--- src/rtl/w_mem_reader.sv ---
// w_mem_reader: streams weights 0..numWeight-1 from a registered-read memory over valid/ready
module w_mem_reader #(
  parameter int numWeight    = 30,
  parameter int addressWidth = (numWeight > 1) ? $clog2(numWeight) : 1,
  parameter int dataWidth    = 16
) (
  input  logic                    clk,
  input  logic                    rst,
  input  logic                    start,
  output logic                    busy,
  output logic                    done,
  output logic                    mem_ren,
  output logic [addressWidth-1:0] mem_radd,
  input  logic [dataWidth-1:0]    mem_rdata,
  output logic                    w_valid,
  input  logic                    w_ready,
  output logic [dataWidth-1:0]    w_data,
  output logic                    w_last
);
  typedef enum logic [1:0] {IDLE, RUN, DRAIN, DONE} state_t;
  localparam logic [addressWidth-1:0] LAST_ADDR = addressWidth'(numWeight - 1);
  state_t                  state_q, state_d;
  logic [addressWidth-1:0] addr_q, addr_d;
  logic                    ren_q, tag_q, tag_d;
  logic [1:0]              occ_q, occ_d;
  logic [dataWidth:0]      buf0_q, buf1_q, buf0_d, buf1_d;
  logic [dataWidth:0]      e0, e1, e2;
  logic                    pop;
  always_ff @(posedge clk) begin
    if (rst) begin
      state_q <= IDLE;
      addr_q  <= '0;
      ren_q   <= 1'b0;
      tag_q   <= 1'b0;
      occ_q   <= '0;
      buf0_q  <= '0;
      buf1_q  <= '0;
    end else begin
      state_q <= state_d;
      addr_q  <= addr_d;
      ren_q   <= mem_ren;
      tag_q   <= tag_d;
      occ_q   <= occ_d;
      buf0_q  <= buf0_d;
      buf1_q  <= buf1_d;
    end
  end
  // The read in flight is viewed as the entry behind the stored ones, so its data can be offered immediately.
  always_comb begin
    e2       = {mem_rdata, tag_q};
    e0       = (occ_q != 2'd0) ? buf0_q : e2;
    e1       = (occ_q > 2'd1) ? buf1_q : e2;
    w_valid  = (occ_q != 2'd0) || ren_q;
    w_data   = w_valid ? e0[dataWidth:1] : '0;
    w_last   = w_valid & e0[0];
    pop      = w_valid & w_ready;
    mem_ren  = (state_q == RUN) && (({1'b0, occ_q} + 3'(ren_q) - 3'(pop)) < 3'd2);
    mem_radd = addr_q;
    busy     = state_q != IDLE;
    done     = state_q == DONE;
  end
  always_comb begin
    state_d = state_q;
    if (state_q == IDLE && start) state_d = RUN;
    if (state_q == RUN && mem_ren && addr_q == LAST_ADDR) state_d = DRAIN;
    if (state_q == DRAIN && pop && e0[0]) state_d = DONE;
    if (state_q == DONE) state_d = IDLE;
  end
  always_comb begin
    addr_d = (state_q == IDLE && start) ? '0 :
             (mem_ren && addr_q != LAST_ADDR) ? addr_q + 1'b1 : addr_q;
    tag_d  = mem_ren && addr_q == LAST_ADDR;
    occ_d  = occ_q + {1'b0, ren_q} - {1'b0, pop};
    buf0_d = pop ? e1 : e0;
    buf1_d = pop ? e2 : e1;
  end
  a_no_overflow: assert property (@(posedge clk) disable iff (rst)
    !(occ_q == 2'd2 && ren_q && !pop));
endmodule

--- config.mk ---
export PLATFORM = sky130hd
export DESIGN_NAME = w_mem_reader
export DESIGN_NICKNAME = d
export VERILOG_FILES = /design/src/rtl/w_mem_reader.sv
export SDC_FILE = /design/constraint.sdc
export NUM_CORES = 1
export LEC_CHECK = 0
export BUFFER_PORTS_ARGS = -buffer_cell sky130_fd_sc_hd__buf_4
export CAP_MARGIN = 20
export CELL_PAD_IN_SITES_DETAIL_PLACEMENT = 0
export CELL_PAD_IN_SITES_GLOBAL_PLACEMENT = 1
export CORE_AREA = 5 5 94 96
export CTS_CLUSTER_SIZE = 8
export DETAILED_ROUTE_END_ITERATION = 8
export DIE_AREA = 0 0 99 101
export PLACE_DENSITY_LB_ADDON = 0.15
export SYNTH_ARGS = -nofsm -noshare
export SYNTH_HDL_FRONTEND = slang
export SYNTH_SLANG_ARGS = --single-unit
--- constraint.sdc ---
create_clock -name clk -period 2.5 [get_ports clk]
set_input_delay 0.125 -clock clk [delete_from_list [all_inputs] [get_ports clk]]
set_output_delay 0.125 -clock clk [all_outputs]
set_load 0.02 [all_outputs]
---- Word level (Yosys, flattened, before mapping) ----
Cells that the tools add are included.
cells by class
  add/subtract/negate cells ............... 5
  multipliers ............................. 0
  div/mod/pow operators ................... 0
  magnitude comparators ................... 2
  equal/unequal tests ..................... 5
  shifts and indexed selects .............. 0
  muxes and demuxes ....................... 8
  bitwise operators ....................... 2
  reduce and logical (&&, ||, !) cells .... 15
operators by type and width
  kind                                                                             count
  17-bit two-way mux                                                               4
  16-bit two-way mux                                                               1
  1-bit logical AND                                                                8
  2-bit two-way mux                                                                3
  5-bit by 1-bit adder with 5-bit output, second input constant                    1
  5-bit equality test, second input constant                                       1
  5-bit inequality test, second input constant                                     1
  2-bit equality test, second input constant                                       2
  2-bit nonzero test                                                               2
  2-bit OR reduction                                                               2
  2-bit by 1-bit adder with 3-bit output                                           1
  3-bit by 2-bit less-than comparator with 1-bit output, second input constant     1
  3-bit nonzero test                                                               1
  3-bit by 1-bit subtractor with 3-bit output                                      1
  2-bit by 1-bit adder with 2-bit output                                           1
  1-bit bitwise AND                                                                2
  2-bit by 1-bit equality test with 1-bit output, second input constant            1
  2-bit by 1-bit greater-than comparator with 1-bit output, second input constant  1
  2-bit logical NOT                                                                1
  2-bit by 1-bit subtractor with 2-bit output                                      1
  1-bit logical OR                                                                 1
word-level totals
  register bits ........................... 45
  bits in latches ......................... 0
  RAM bits ................................ 0
  memory bits (read-only) ................. 0
  bits of input ports ..................... 20
  output and inout port bits .............. 26
  logic and storage cells ................. 44
  memories kept ........................... 0

---- Logic depth before layout (Yosys ltp) ----
  depth in word-level cells ............... 10
  mapped depth ............................ 14
  depth with buffers taken out ............ 13

---- Worst setup path before layout ----
Ideal clock, no wire load.
  path kind ............................... register to register
  start ................................... register occ_q[1]
  end ..................................... register addr_q[4] (netlist: mem_radd[4])
  library setup time ...................... 0.086 ns
  arrival time ............................ 2.462 ns
  required time ........................... 2.414 ns
  slack ................................... -0.047 ns
  stages on the path, launching flop included .. 15
  buffers on the path ..................... 1
  clock period less this slack ............ 2.547 ns
  cell sequence ........................... dfxtp_1 -> buf_6 -> inv_6 -> nand2_8 -> nor2_8 -> inv_6 -> nand3_1 -> o21ai_0 -> ha_1 -> fa_1 -> nor3b_2 -> nand2_2 -> inv_2 -> a41oi_1 -> a211oi_1
on the way
  cells in the longest elaborated chain, start to end .. 7
  elaborated cells on any way between the ends .. 8
  those cells by class .................... 2 x add/sub; 1 x order compare; 1 x bitwise; 4 x reduce/logical
RTL lines
  what                                                   line  text
  start: declaration                                     25    logic [1:0] occ_q, occ_d;
  start signal: assignment                               35    occ_q <= '0;
  start signal: assignment                               43    occ_q <= occ_d;
  2-bit nonzero test                                     53    w_valid = (occ_q != 2'd0) || ren_q;
  1-bit logical OR                                       53
  via w_valid                                            15    output logic w_valid,
  1-bit bitwise AND                                      56    pop = w_valid & w_ready;
  3-bit by 1-bit subtractor with 3-bit output            57    mem_ren = (state_q == RUN) && (({1'b0, occ_q} + 3'(ren_q) - 3'(pop)) < 3'd2);
  3-bit by 2-bit less-than comparator with 1-bit output  57
  1-bit logical AND                                      57
  via mem_ren                                            12    output logic mem_ren,
  1-bit logical AND                                      71    (mem_ren && addr_q != LAST_ADDR) ? addr_q + 1'b1 : addr_q;
  end signal: assignment                                 40    addr_q <= addr_d;
  end: declaration                                       23    logic [addressWidth-1:0] addr_q, addr_d;
The timed path passes the listed nets, and every way through them passes these cells.
A chain may end at the register's enable or synchronous reset.

---- Worst setup path after layout ----
  start ................................... register occ_q[0]
  end ..................................... register addr_q[3] (netlist: mem_radd[3])
on the way
  cells in the longest elaborated chain, start to end .. 7
  elaborated cells on any way between the ends .. 8
  those cells by class .................... 2 x add/sub; 1 x order compare; 1 x bitwise; 4 x reduce/logical
RTL lines
  what                                                       line
  2-bit nonzero test                                         53
  1-bit logical OR                                           53
  1-bit bitwise AND                                          56
  3-bit by 1-bit subtractor with 3-bit output (*)            57
  3-bit by 2-bit less-than comparator with 1-bit output (*)  57
  1-bit logical AND (*)                                      57
  1-bit logical AND (*)                                      71
Mark *: on every way between the ends. The rest lies on a longest branch, timed or not.

==> key figures <==
STA
  • Final number of hold-violating endpoints: 0
  • Maximum clock frequency: 0.415 GHz
  • Setup violators final: 0
  • Final WS setup: 0.0889 ns
  • Setup TNS: 0 ns
  • RSZ-0062 raised after global routing: true
  • Min Tclk post-route: around 2.4 ns
  • Final hold slack: 0.0927 ns
  • Slew Limit Fails: 0
  • Slew HR: 49.9%
  • Crit share post-route: 96.4%
  • Layout Skew: ~0.0067 ns
  • Actual slew at the worst max-slew pin: 0.750 ns

Setup path
  • Critical Path AT: 2.65 ns
  • Launching element type of the critical path: flop
  • CP Capture Type: flop
  • Crit path max fanout: 3
  • WS Path Type: flop to flop
  • Reg2reg start: occ_q[0]
  • Crit path from: occ_q[0]
  • CP required: 2.74 ns

Route
  • Routed Antenna Nets: 0
  • Total Routed Length: ~6000 um
  • First-pass iteration count of the detailed router: 4
  • Wire per inst: 13.5 um
  • # DRC: 0
  • Vias: 2037
  • Vias per cell: 4.67
  • DR iter-0 viols: 68

Die
  • Placement Rows: 33
  • Initial Util: 28.6%
  • Die X: 99 um
  • Die footprint: 0.0100 sq mm
  • CORE AREA: around 0.008 sq mm
  • Die height: approximately 100 um
  • I/O pin count: 46

Run status
  • Status: finished, final reports clean

Worst hold path
  • Hold path start: mem_rdata[8]
  • HP Class: input pin to flop

Power
  • Total power: 3.29 mW
  • Reg power frac: 28.9%
  • Cell Pwr Density: 1130 mW/mm^2
  • Sw frac: between 40% and 50%
  • Leak pwr: 1.26 nW
  • Internal power: 1.96 mW
  • Comb power frac: 51.3%
  • Sw power: 1.33 mW
  • Worst vdd ir: 919 uV
  • Clock Power Share: approximately a fifth

Finish
  • # nets final: about 350
  • Fin cells: 436
  • Area of the multi-input gates: 0.00126 sq mm
  • Share of layout cells above drive strength 1: 26.0%
  • Antenna Cells: 0
  • Reg area: 906 sq um
  • Syn-to-layout area delta: 27.6%
  • Filler cells: 851

Clocking
  • Reg clk slew, reported paths: 0.09 ns
  • CTS H-tree lvls: 2
  • CTS buffer count: 5
  • CTS tree: built
  • Worst skew pair latency: 0.30 ns
  • CTS Root Cell: clkbuf_8
  • Clock buffer depth: 2
  • Clock Sinks: 45
  • CTS Hold Buffers Added: 0

Global routing
  • GRT Util Overall: 12.3%
  • Largest net degree at the start of global routing: 43
  • First-pass GRT wire length: between 9000 and 10000 um
  • Vias in the first global route: around 2.1k
  • Total grt overflow: 0
  • Initial antenna violation count: 0

Placement
  • Dpl cells: 422
  • Port bufs: 45
  • GP Congestion: approximately 0.74
  • Dpl ws: -0.0192 ns
  • Post-DP HPWL: between 3000 and 4000 um

Flow run
  • Max-cap viol count: 0

Synthesis
  • Sequential cell area fraction in the yosys report: 39.5%
  • Post-Synthesis Cells: 284
  • Ys flop type: dfxtp_1
  • Mapped Nets: 308
  • Avg Cell Area, Syn: roughly 8 sq um
  • Async set-reset flop share out of synthesis: 0%
  • Synth top area cells: dfxtp_1 (40%), nand2_1 (16%), a211oi_1 (6.3%), a311oi_1 (6.2%), nor2b_1 (5.2%)
  • Syn. warnings: 0
  • EDFF count, synth: 0
  • Top cell type's share of synthesized area: 39.5%
  • Flops & latches, synth: 45
  • Leading area contributor after synthesis: dfxtp_1
  • Synth cell types: 37
  • Netlist Area Pre-Place: between 0.002 and 0.0025 sq mm
## metrics by stage
step | area, sq um | util [%]
finish | 2910 | 36.5
global route | 2910 | 36.5
CTS | 2850 | 35.8
detailed placement | 2700 | 33.9
global placement | 2700 | 33.9
floorplan | 2290 | -
## metal layers
layer	track usage, %	part of all wire, %	routed length, um	vias up
li1	-	-	-	1067
met1	15.9	48	2840	924
met2	20.1	46	2700	38
met3	2.91	4.1	241	8
met4	3.99	1.5	86	0
met5	0	0	0	-
## layout by cell type (no fill, tap or decap), types with 2 or more instances in the layout
cell type and count:
inv_4 2, nor2_1 7, nor2b_1 19, nor2_2 2, clkbuf_8 5, nor3_1 2
a21oi_1 19, nand2_8 2, a311oi_1 16, xor2_1 2, and2_1 2, nand4_1 2
ha_1 2, inv_6 2, buf_4 57, a211oi_1 19, inv_1 2, nand2_1 98
bufinv_16 2, nand3_1 2, dfxtp_1 43, nand2b_1 2
## cells by family after synthesis
| kind of cell | synth area share [%] |
|---|---|
| multiplexers | 0.439 |
| flip-flops | 39.5 |
| XOR/XNOR | 1.98 |
| AO/OA/AOI/OAI | 19.6 |
| buffers and inverters | 5.99 |
| adder cells (fa/ha/maj) | 2.53 |
| AND/OR/NAND/NOR | 30.0 |
## final timing paths
check / endpoint / slack (ns) / cells after the start
setup / recovery: mem_radd[3] / 0.09 / 13
hold / removal: buf1_q[9] / 0.09 / 3
setup reg to reg: mem_radd[3] / 0.09 / 13
hold reg to reg: buf1_q[12] / 0.45 / 2
## state kept, by name, indices dropped and copies added, names as in the netlist
| signal | count |
|---|---|
| buf0_q | 17 |
| buf1_q | 17 |
| mem_radd | 5 |
| occ_q | 2 |
| ren_q | 1 |
| state_q | 2 |
| tag_q | 1 |
## timing repair
action                     CTS  global route
gates resized for setup      1            10
setup endpoints to repair    4             5
buffers inserted             2             4
pin swaps                    2             8
## final cells by class
cell class | count | share of cell area, %
multi-input cells | 214 | 43.3
flip-flops and latches | 45 | 31.2
repair buffers | 58 | 15.1
well taps | 105 | 4.52
clock buffers | 5 | 2.37
clock inverters | 3 | 2.24
inverters | 6 | 1.29
## power by group through the flow
stage / registers (mW) / clock network (mW) / logic, mW
4_1_cts: 0.947 / 0.681 / 1.65
5_1_grt: 0.972 / 0.712 / 1.87
6_report: 0.952 / 0.652 / 1.69
3_5_place_dp: 0.961 / 0 / 1.62
2_1_floorplan: 0.953 / 0 / 1.13
3_3_place_gp: 0.959 / 0 / 1.61
## cell usage after synthesis (all sizes together), types with 2 or more instances
cell and count:
nor2b 19, buf 11, nand2b 2, a21oi 19, clkbuf 8, a311oi 16
nand3 4, o21ai 2, and2 2, nand2 101, nor2 10, xor2 3
nand4 2, nor3 2, a211oi 19, ha 3, dfxtp 45, inv 6
## critical path: stages (launching register included)
cell	delay (ns)
dfxtp_2	0.34
inv_4	0.09
nand2_8	0.07
nor2_8	0.13
inv_6	0.04
nand3_4	0.05
o21ai_2	0.05
ha_2	0.17
fa_1	0.50
nor3b_2	0.24
buf_4	0.15
nand3_2	0.06
or3_1	0.35
a21oi_1	0.12
Power figures use the tool's default switching activity.
